==> config.mk <==
export PLATFORM = sky130hd
export DESIGN_NAME = blk_sched_flat
export DESIGN_NICKNAME = d
export VERILOG_FILES = /design/src/rtl/blk_sched_if.sv /design/src/rtl/blk_sched.sv /design/src/flat_wrapper.sv
export SDC_FILE = /design/constraint.sdc
export NUM_CORES = 1
export LEC_CHECK = 0
export ABC_AREA = 1
export BUFFER_PORTS_ARGS = -buffer_cell sky130_fd_sc_hd__buf_2
export CAP_MARGIN = 10
export CORE_ASPECT_RATIO = 0.7
export CORE_MARGIN = 2
export CORE_UTILIZATION = 25
export CTS_BUF_LIST = sky130_fd_sc_hd__clkbuf_8
export DETAILED_ROUTE_END_ITERATION = 8
export PLACE_DENSITY_LB_ADDON = 0.15
export SETUP_SLACK_MARGIN = 0.4
export SLEW_MARGIN = 20
export SYNTH_ARGS = -nofsm -noshare
export SYNTH_HDL_FRONTEND = slang
export SYNTH_SLANG_ARGS = --single-unit
export TNS_END_PERCENT = 50
==> constraint.sdc <==
create_clock -name clk_i -period 1.2 [get_ports clk_i]
set_input_delay 0.18 -clock clk_i [delete_from_list [all_inputs] [get_ports clk_i]]
set_output_delay 0.18 -clock clk_i [all_outputs]
set_load 0.02 [all_outputs]
==> src/rtl/blk_sched_if.sv <==
// blk_sched_if: video timing inputs and buffer strobes of the block sequencer.
// The testbench/source drives through the master modport; blk_sched uses slave.
interface blk_sched_if;
   logic de_i;
   logic vs_i;
   logic de_o;
   logic h_save_o;
   logic v_save_o;
   logic frame_o;
   logic err_o;

   modport master (
      output de_i,
      output vs_i,
      input  de_o,
      input  h_save_o,
      input  v_save_o,
      input  frame_o,
      input  err_o
   );

   modport slave (
      input  de_i,
      input  vs_i,
      output de_o,
      output h_save_o,
      output v_save_o,
      output frame_o,
      output err_o
   );
endinterface

==> src/rtl/blk_sched.sv <==
// blk_sched: sequencer for the block-luminance buffer.
// Tracks pixel/block position inside the active window from raw de/vsync and
// issues registered h_save (per block), v_save (per block row / frame start)
// and frame strobes, all aligned to the 1-cycle-delayed de.
// Optional geometry checker driving err_o: define BLK_SCHED_CHECK_EN.
module blk_sched #(
   parameter int HBLKS = 10,
   parameter int VBLKS = 10,
   parameter int BW    = 30,
   parameter int BH    = 30
) (
   input  logic       clk_i,
   input  logic       rst_ni,
   blk_sched_if.slave bus
);
   localparam int PXW = (BW    > 1) ? $clog2(BW)    : 1;
   localparam int BXW = (HBLKS > 1) ? $clog2(HBLKS) : 1;
   localparam int LNW = (BH    > 1) ? $clog2(BH)    : 1;
   localparam int BYW = (VBLKS > 1) ? $clog2(VBLKS) : 1;

   localparam logic [PXW-1:0] PX_LAST = PXW'(BW - 1);
   localparam logic [BXW-1:0] BX_LAST = BXW'(HBLKS - 1);
   localparam logic [LNW-1:0] LN_LAST = LNW'(BH - 1);
   localparam logic [BYW-1:0] BY_LAST = BYW'(VBLKS - 1);

   typedef enum logic [1:0] {IDLE, ACTIVE, LINE_END, DONE} state_t;

   state_t         state_reg, state_next;
   logic [PXW-1:0] px_reg, px_next;
   logic [BXW-1:0] bx_reg, bx_next;
   logic [LNW-1:0] ln_reg, ln_next;
   logic [BYW-1:0] by_reg, by_next;
   // Set once the last block of the line has been saved; later pixels are excess.
   logic           line_full_reg, line_full_next;
   logic           de_reg, vs_reg;
   logic           h_save_reg, h_save_next;
   logic           v_save_reg, v_save_next;
   logic           frame_reg, frame_next;

   logic           vs_rise, de_fall;
   logic           count_pixel, line_end;

   assign vs_rise = bus.vs_i & ~vs_reg;
   assign de_fall = ~bus.de_i & de_reg;

   // State, counters, edge-detect copies and output strobes
   always_ff @(posedge clk_i or negedge rst_ni) begin
      if (!rst_ni) begin
         state_reg     <= IDLE;
         px_reg        <= '0;
         bx_reg        <= '0;
         ln_reg        <= '0;
         by_reg        <= '0;
         line_full_reg <= 1'b0;
         de_reg        <= 1'b0;
         vs_reg        <= 1'b0;
         h_save_reg    <= 1'b0;
         v_save_reg    <= 1'b0;
         frame_reg     <= 1'b0;
      end else begin
         state_reg     <= state_next;
         px_reg        <= px_next;
         bx_reg        <= bx_next;
         ln_reg        <= ln_next;
         by_reg        <= by_next;
         line_full_reg <= line_full_next;
         de_reg        <= bus.de_i;
         vs_reg        <= bus.vs_i;
         h_save_reg    <= h_save_next;
         v_save_reg    <= v_save_next;
         frame_reg     <= frame_next;
      end
   end

   // Next state, counter updates and strobe decisions; vsync restart overrides all
   always_comb begin
      state_next     = state_reg;
      px_next        = px_reg;
      bx_next        = bx_reg;
      ln_next        = ln_reg;
      by_next        = by_reg;
      line_full_next = line_full_reg;
      h_save_next    = 1'b0;
      v_save_next    = 1'b0;
      frame_next     = 1'b0;
      count_pixel    = 1'b0;
      line_end       = 1'b0;

      if (vs_rise) begin
         state_next     = ACTIVE;
         px_next        = '0;
         bx_next        = '0;
         ln_next        = '0;
         by_next        = '0;
         line_full_next = 1'b0;
         v_save_next    = 1'b1;
      end else begin
         case (state_reg)
            ACTIVE: begin
               count_pixel = bus.de_i;
               line_end    = de_fall;
            end
            LINE_END: begin
               // frame_reg is high here only right after the last block row
               if (frame_reg) begin
                  state_next = DONE;
               end else begin
                  state_next  = ACTIVE;
                  count_pixel = bus.de_i;
               end
            end
            default: ;
         endcase

         if (count_pixel) begin
            if (px_reg == PX_LAST) begin
               px_next = '0;
               if (!line_full_reg) begin
                  h_save_next = 1'b1;
                  if (bx_reg == BX_LAST) begin
                     line_full_next = 1'b1;
                  end else begin
                     bx_next = bx_reg + BXW'(1);
                  end
               end
            end else begin
               px_next = px_reg + PXW'(1);
            end
         end

         if (line_end) begin
            state_next     = LINE_END;
            px_next        = '0;
            bx_next        = '0;
            line_full_next = 1'b0;
            if (ln_reg == LN_LAST) begin
               ln_next     = '0;
               v_save_next = 1'b1;
               if (by_reg == BY_LAST) begin
                  by_next    = '0;
                  frame_next = 1'b1;
               end else begin
                  by_next = by_reg + BYW'(1);
               end
            end else begin
               ln_next = ln_reg + LNW'(1);
            end
         end
      end
   end

   assign bus.de_o     = de_reg;
   assign bus.h_save_o = h_save_reg;
   assign bus.v_save_o = v_save_reg;
   assign bus.frame_o  = frame_reg;

`ifdef BLK_SCHED_CHECK_EN
   logic err_reg, err_next;
   logic extra_reg, extra_next;
   logic bad_start, line_bad;

   // A line starting while the frame is finished (DONE, or about to enter it)
   assign bad_start = bus.de_i & ~de_reg &
                      ((state_reg == DONE) || ((state_reg == LINE_END) && frame_reg));
   // Exact line length means the last block was saved and nothing followed it
   assign line_bad  = ~line_full_reg | extra_reg;

   // Sticky error and excess-pixel tracking; vsync re-evaluates and clears
   always_comb begin
      err_next   = err_reg;
      extra_next = extra_reg;
      if (vs_rise) begin
         err_next   = (state_reg != DONE) && ((ln_reg != '0) || (by_reg != '0));
         extra_next = 1'b0;
      end else begin
         if (bad_start || (line_end && line_bad)) begin
            err_next = 1'b1;
         end
         if (line_end) begin
            extra_next = 1'b0;
         end else if (count_pixel && line_full_reg) begin
            extra_next = 1'b1;
         end
      end
   end

   // Checker registers
   always_ff @(posedge clk_i or negedge rst_ni) begin
      if (!rst_ni) begin
         err_reg   <= 1'b0;
         extra_reg <= 1'b0;
      end else begin
         err_reg   <= err_next;
         extra_reg <= extra_next;
      end
   end

   assign bus.err_o = err_reg;
`else
   assign bus.err_o = 1'b0;
`endif

endmodule

==> src/flat_wrapper.sv <==
// flat-port wrapper written by rule: the top's interface ports become plain ports
module blk_sched_flat 
#(
   parameter int HBLKS = 10,
   parameter int VBLKS = 10,
   parameter int BW    = 30,
   parameter int BH    = 30
)
  (clk_i, rst_ni, bus_de_i, bus_vs_i, bus_de_o, bus_h_save_o, bus_v_save_o, bus_frame_o, bus_err_o);
  blk_sched_if bus_i ();
  input  logic clk_i;
  input  logic rst_ni;
  input wire logic [$bits(bus_i.de_i)-1:0] bus_de_i;
  input wire logic [$bits(bus_i.vs_i)-1:0] bus_vs_i;
  output wire logic [$bits(bus_i.de_o)-1:0] bus_de_o;
  output wire logic [$bits(bus_i.h_save_o)-1:0] bus_h_save_o;
  output wire logic [$bits(bus_i.v_save_o)-1:0] bus_v_save_o;
  output wire logic [$bits(bus_i.frame_o)-1:0] bus_frame_o;
  output wire logic [$bits(bus_i.err_o)-1:0] bus_err_o;
  assign bus_i.de_i = bus_de_i;
  assign bus_i.vs_i = bus_vs_i;
  assign bus_de_o = bus_i.de_o;
  assign bus_h_save_o = bus_i.h_save_o;
  assign bus_v_save_o = bus_i.v_save_o;
  assign bus_frame_o = bus_i.frame_o;
  assign bus_err_o = bus_i.err_o;
  blk_sched #(.HBLKS(HBLKS), .VBLKS(VBLKS), .BW(BW), .BH(BH)) u_core (.clk_i(clk_i), .rst_ni(rst_ni), .bus(bus_i));
endmodule
* Word level (Yosys, flattened, before mapping)
Cells that the tools add are included.
Cells by class: add/subtract/negate cells 4, equal/unequal tests 8, muxes and demuxes 43, bitwise logic cells 4, reduce and logical (&&, ||, !) cells 8
Operators by type and width (number):
- $mux W4 | 10
- $mux W5 | 7
- $mux W1 | 21
- $add A5 B1 Y5 const B | 2
- $eq A5 B5 Y1 const B | 2
- $reduce_bool A3 Y1 | 3
- $add A4 B1 Y4 const B | 2
- $eq A4 B4 Y1 const B | 2
- $mux W2 | 4
- $reduce_and A2 Y1 | 2
- $reduce_and A4 Y1 | 1
- $reduce_bool A2 Y1 | 2
- $ne A3 B1 Y1 const B | 1
- $ne A3 B3 Y1 const B | 1
- $and A1 B1 Y1 | 2
- $eq A2 B1 Y1 const B | 1
- $eq A2 B2 Y1 const B | 1
- $not A1 Y1 | 2
- $pmux W1 S2 | 1
Word-level totals: register bits 26, bits of input ports 4, output and inout port bits 5, word-level logic and storage cells 78

* Longest topological paths before layout
depth in word-level cells 7, depth in mapped cells 9, depth with buffers taken out 9

* Worst setup path before layout
OpenSTA, ideal clock, no wires.
kind register to register, from register u_core.state_reg[1], to register u_core.bx_reg[0], library setup time 0.117 ns, data arrival time 1.198 ns, required time 1.083 ns, setup slack -0.115 ns, cell stages (with the launch flop) 10, path buffers 0, period minus slack after synthesis 1.315 ns, cell sequence dfrtp_1 -> inv_1 -> ha_1 -> nand2_1 -> nor2_4 -> nor2_8 -> nand2_4 -> nand3_2 -> nand2_1 -> nand2_1
Between the ends: cells in the longest elaborated chain, start to end 5, elaborated cells on any way between the ends 13, classes of those cells eq/ne: 4; mux: 6; reduce/logical: 3
Ends and longest elaborated chain:
- start: declaration | RTL line blk_sched.sv:28 | state_t state_reg, state_next;
- start signal: assignment | RTL line blk_sched.sv:61 | state_reg <= state_next;
- $eq A2 B2 Y1 / $eq A2 B1 Y1 (equally long branches) | RTL line blk_sched.sv:98 | case (state_reg)
- $pmux W1 S2 / $mux W1 (equally long branches) | RTL line blk_sched.sv:98
- $mux W1 | RTL line blk_sched.sv:89 | if (vs_rise) begin
- $reduce_bool A3 Y1 (no source line), or another cell as far along
- $reduce_and A4 Y1 (no source line) / $mux W4 (equally long branches)
- end signal: assignment | RTL line blk_sched.sv:63 | bx_reg <= bx_next;
- end: declaration | RTL line blk_sched.sv:30 | logic [BXW-1:0] bx_reg, bx_next;
Parallel ways exist; a longest one is shown, timed or not. The select of a mux whose other input is x is not followed. A chain may end at the register's enable or synchronous reset.

* Final worst setup path
from register u_core.state_reg[0], to register u_core.bx_reg[1]
The elaborated chain is that of the path after synthesis.

==> impl_metrics.xml <==
<?xml version="1.0" encoding="UTF-8"?>
<metrics>
  <group name="critical_path">
    <metric name="timing.critical_path.slowest_stage_cell" unit="">sky130_fd_sc_hd__dfrtp_1</metric>
    <metric name="crit_arrival" unit="ns">1.60</metric>
    <metric name="worstSetupStartpointType" unit="">register</metric>
    <metric name="worst_path_largest_cell_delay" unit="ns">0.44</metric>
    <metric name="worstSetupPathType" unit="">register to register</metric>
    <metric name="crit_path_cell_trace" unit="">ha_4 -&gt; nand2_4 -&gt; nor2_4 -&gt; nor2_8 -&gt; nand2_4 -&gt; buf_12 -&gt; nand3_1 -&gt; nand2_1</metric>
    <metric name="timing.rr.end" unit="">u_core.bx_reg[1]</metric>
    <metric name="cp.depth" unit="">8</metric>
    <metric name="worst_ep_required_time" unit="ns">1.37</metric>
    <metric name="critical-path-top-delay-family" unit="">simple AND/OR/NAND/NOR gates</metric>
    <metric name="r2r.worst_path.cells" unit="">8</metric>
    <metric name="critical_path_buffer_and_inverter_count" unit="">1</metric>
    <metric name="cp-end-kind" unit="">register</metric>
    <metric name="worst-r2r-setup-slack" unit="ns">-0.23</metric>
    <metric name="cpMostUsedCell" unit="">sky130_fd_sc_hd__nand2_4</metric>
    <metric name="r2r-start" unit="">u_core.state_reg[0]</metric>
    <metric name="worst-path-max-fanout" unit="">7</metric>
  </group>
  <group name="hold_path">
    <metric name="hp-class" unit="">input pin to register</metric>
    <metric name="worstHoldPathCells" unit="">1</metric>
    <metric name="min_to" unit="">u_core.bus.de_o</metric>
    <metric name="hold_startpoint" unit="">bus_de_i</metric>
  </group>
  <group name="global_routing">
    <metric name="grt_start_max_net_pins" unit="">27</metric>
    <metric name="grt_usage" unit="%">11.2</metric>
    <metric name="grt_antenna_before_repair" unit="">0</metric>
    <metric name="grt_remaining_overflow" unit="">0</metric>
    <metric name="vias_in_the_first_global_route" unit="">1145</metric>
    <metric name="wire_length_of_the_first_global_routing_pass" unit="um">5530</metric>
  </group>
  <group name="synthesis">
    <metric name="complex_gate_fraction_of_the_synthesized_area" unit="%">6.14</metric>
    <metric name="synth_top_family_by_area" unit="">simple AND/OR/NAND/NOR gates</metric>
    <metric name="postSynth.topFlopCell" unit="">sky130_fd_sc_hd__dfrtp_1</metric>
    <metric name="mappedNetlistArea" unit="sq um">1490</metric>
    <metric name="syn-instance-count" unit="">168</metric>
    <metric name="count_of_flip_flops_with_a_built_in_enable_after_synthesis" unit="">0</metric>
    <metric name="yosys-mux-area-fraction" unit="%">0</metric>
    <metric name="synth_warnings" unit="">0</metric>
    <metric name="synth_xor_xnor_area_share" unit="%">4.12</metric>
    <metric name="area_fraction_in_and_or_nand_and_nor_cells_after_synthesis" unit="%">30.8</metric>
    <metric name="synthDistinctLibCells" unit="">30</metric>
    <metric name="yosys_register_bits" unit="">26</metric>
    <metric name="syn-mean-instance-area" unit="sq um">8.85</metric>
    <metric name="synth_async_sr_flop_share" unit="%">100</metric>
    <metric name="sequential_cell_area_fraction_in_the_yosys_report" unit="%">43.8</metric>
    <metric name="synth_adder_area_share" unit="%">8.42</metric>
    <metric name="postSynthNetCount" unit="">182</metric>
  </group>
  <group name="cells_and_area">
    <metric name="area_growth" unit="%">37.0</metric>
    <metric name="layout-drive-gt1-share" unit="%">33.2</metric>
    <metric name="n_fill_cell" unit="">571</metric>
    <metric name="antennaDiodeCount" unit="">0</metric>
    <metric name="design.final.nets" unit="">220</metric>
    <metric name="area_occupied_by_multi_input_gates" unit="sq um">820</metric>
    <metric name="seq_area" unit="sq um">651</metric>
  </group>
  <group name="sta">
    <metric name="rsz0062_at_grt" unit="">yes</metric>
    <metric name="layout_min_cycle_time" unit="ns">1.43</metric>
    <metric name="final.period_utilization" unit="%">119</metric>
    <metric name="final_count_of_pins_violating_max_slew" unit="">0</metric>
    <metric name="worst_slack" unit="ns">-0.230</metric>
    <metric name="max_freq" unit="MHz">699</metric>
    <metric name="hold_viol_final" unit="">0</metric>
    <metric name="timing.final.setup_violations" unit="">22</metric>
    <metric name="whs" unit="ns">0.0515</metric>
    <metric name="tns" unit="ns">-3.61</metric>
    <metric name="skew" unit="ns">0.0125</metric>
  </group>
  <group name="detailed_routing">
    <metric name="routed_wl" unit="um">3140</metric>
    <metric name="detail-route-antenna-nets" unit="">0</metric>
    <metric name="wire_per_inst" unit="um">11.2</metric>
    <metric name="dr.first_iter.drc_count" unit="">34</metric>
    <metric name="first_pass_iters" unit="">4</metric>
    <metric name="vias" unit="">1170</metric>
    <metric name="drc_errors" unit="">0</metric>
    <metric name="viasPerCell" unit="">4.18</metric>
  </group>
  <group name="clock_network">
    <metric name="worst_skew_pair.late_latency" unit="ns">0.28</metric>
    <metric name="cts.root.buffer_cell" unit="">sky130_fd_sc_hd__clkbuf_8</metric>
    <metric name="cts.reportedPaths.clkPinSlew" unit="ns">0.10</metric>
    <metric name="clock_tree_from_tritoncts" unit="">yes</metric>
    <metric name="cts-root-to-sink-buffers" unit="">2</metric>
    <metric name="cts_buffers" unit="">3</metric>
    <metric name="clock_tree.htree_level_count" unit="">1</metric>
    <metric name="cts.sink_count" unit="">26</metric>
  </group>
  <group name="floorplanning">
    <metric name="die_width" unit="um">96.2</metric>
    <metric name="initial_core_util" unit="%">26.0</metric>
    <metric name="dieHeight" unit="um">68.5</metric>
    <metric name="core" unit="sq um">5730</metric>
    <metric name="fp.dieArea" unit="sq um">6590</metric>
    <metric name="core.rowCount" unit="">23</metric>
    <metric name="floorplan.io_pins" unit="">9</metric>
  </group>
  <group name="outcome">
    <metric name="outcome" unit="">complete, but fails checks</metric>
    <metric name="violations_in_the_final_reports" unit="">negative setup slack</metric>
  </group>
  <group name="placement">
    <metric name="dpl.hpwl" unit="um">2360</metric>
    <metric name="place.gp.congestion" unit="">0.840</metric>
    <metric name="pre_cts_worst_setup_slack" unit="ns">-0.232</metric>
    <metric name="place.port_buffers" unit="">7</metric>
  </group>
  <group name="power">
    <metric name="power_density" unit="nW/um^2">1740</metric>
    <metric name="p_leak" unit="nW">0.995</metric>
    <metric name="peakVddDrop" unit="mV">0.629</metric>
  </group>
  <group name="job">
    <metric name="maxCapViolations" unit="">0</metric>
  </group>
</metrics>
## cells by family after synthesis
group / Yosys count
buf+inv: 23
other cells: 1
xor+xnor: 7
simple gates: 86
compound gates: 15
fa+ha+maj: 10
flops: 26
## cell usage after synthesis (2+ instances only)
cell,number,area (sq um)
sky130_fd_sc_hd__dfrtp_1,26,651
sky130_fd_sc_hd__ha_1,10,125
sky130_fd_sc_hd__inv_1,18,67.6
sky130_fd_sc_hd__inv_2,2,7.51
sky130_fd_sc_hd__nand2_1,33,124
sky130_fd_sc_hd__nand2_2,4,25.0
sky130_fd_sc_hd__nand2_4,3,33.8
sky130_fd_sc_hd__nand3_1,15,75.1
sky130_fd_sc_hd__nand4_1,4,25.0
sky130_fd_sc_hd__nor2_1,18,67.6
sky130_fd_sc_hd__o21ai_0,8,40.0
sky130_fd_sc_hd__o21ai_1,3,15.0
sky130_fd_sc_hd__o22ai_1,2,12.5
sky130_fd_sc_hd__xnor2_1,2,17.5
sky130_fd_sc_hd__xor2_1,5,43.8
## layer usage
| layer | wire (um) | share of wire (%) | GRT usage, % | vias up |
|---|---|---|---|---|
| met5 | 0 | 0 | 0 | - |
| met4 | 37 | 1.2 | 2.68 | 0 |
| met3 | 82 | 2.6 | 2.93 | 5 |
| met2 | 1310 | 42 | 17.4 | 7 |
| met1 | 1700 | 54 | 15.5 | 545 |
| li1 | - | - | - | 613 |
## report_power, final
part | switching [mW] | total [mW] | internal (mW)
combinational | 0.823 | 1.62 | 0.793
clock | 0.305 | 0.753 | 0.447
sequential | 0.133 | 1.18 | 1.05
total | 1.26 | 3.55 | 2.29
## worst register-to-register path: stages, from the launching register on
cell and delay (ns):
sky130_fd_sc_hd__dfrtp_1 0.44, sky130_fd_sc_hd__ha_4 0.20, sky130_fd_sc_hd__nand2_4 0.06, sky130_fd_sc_hd__nor2_4 0.05, sky130_fd_sc_hd__nor2_8 0.19, sky130_fd_sc_hd__nand2_4 0.10
sky130_fd_sc_hd__buf_12 0.14, sky130_fd_sc_hd__nand3_1 0.08, sky130_fd_sc_hd__nand2_1 0.06
## per-stage QoR
| stage | instance area, sq um | power (mW) | instances | utilization [%] |
|---|---|---|---|---|
| 2_1_floorplan | 1490 | 1.96 | 168 | - |
| 3_3_place_gp | 1830 | 2.51 | 273 | 32.0 |
| 3_5_place_dp | 1830 | 2.52 | 273 | 32.0 |
| 4_1_cts | 2020 | 3.56 | 279 | 35.3 |
| 5_1_grt | 2040 | 3.81 | 280 | 35.6 |
| 6_report | 2040 | 3.55 | 280 | 35.6 |
## cell usage in the layout, fill, tap and decap left out, drive strengths merged
cell	instances
nand2	41
buf	34
dfrtp	26
nor2	21
inv	21
nand3	16
o21ai	12
ha	10
xor2	5
nand4	5
clkbuf	3
xnor2	2
o22ai	2
nor3	1
nor4	1
o211ai	1
nand3b	1
conb	1
bufinv	1
dlygate4sd3	1
## area by class of cell
type	instances	share of cell area, %
inverter	21	4.24
clock buffer	3	2.03
timing repair buffer	35	15.5
clock inverter	1	1.47
multi-input combinational	119	40.2
tap	75	4.61
sequential	26	31.9
## what timing repair did
item	CTS	global route
hold endpoints to repair	26	0
setup buffers	1	1
setup endpoints to repair	28	28
gates resized for setup	27	2
pin swaps	4	1
hold buffers	1	0
## worst max path at each step
stage	slack (ns)	end	from
after floorplan	-0.10	u_core.bx_reg[0]	u_core.state_reg[1]
after global placement	-0.21	u_core.ln_reg[4]	u_core.state_reg[1]
after detailed placement	-0.23	u_core.bx_reg[1]	u_core.state_reg[1]
after CTS	-0.23	u_core.bx_reg[1]	u_core.state_reg[0]
after global routing	-0.33	u_core.bx_reg[0]	u_core.state_reg[0]
final	-0.23	u_core.bx_reg[1]	u_core.state_reg[0]
Power figures use the tool's default switching activity.
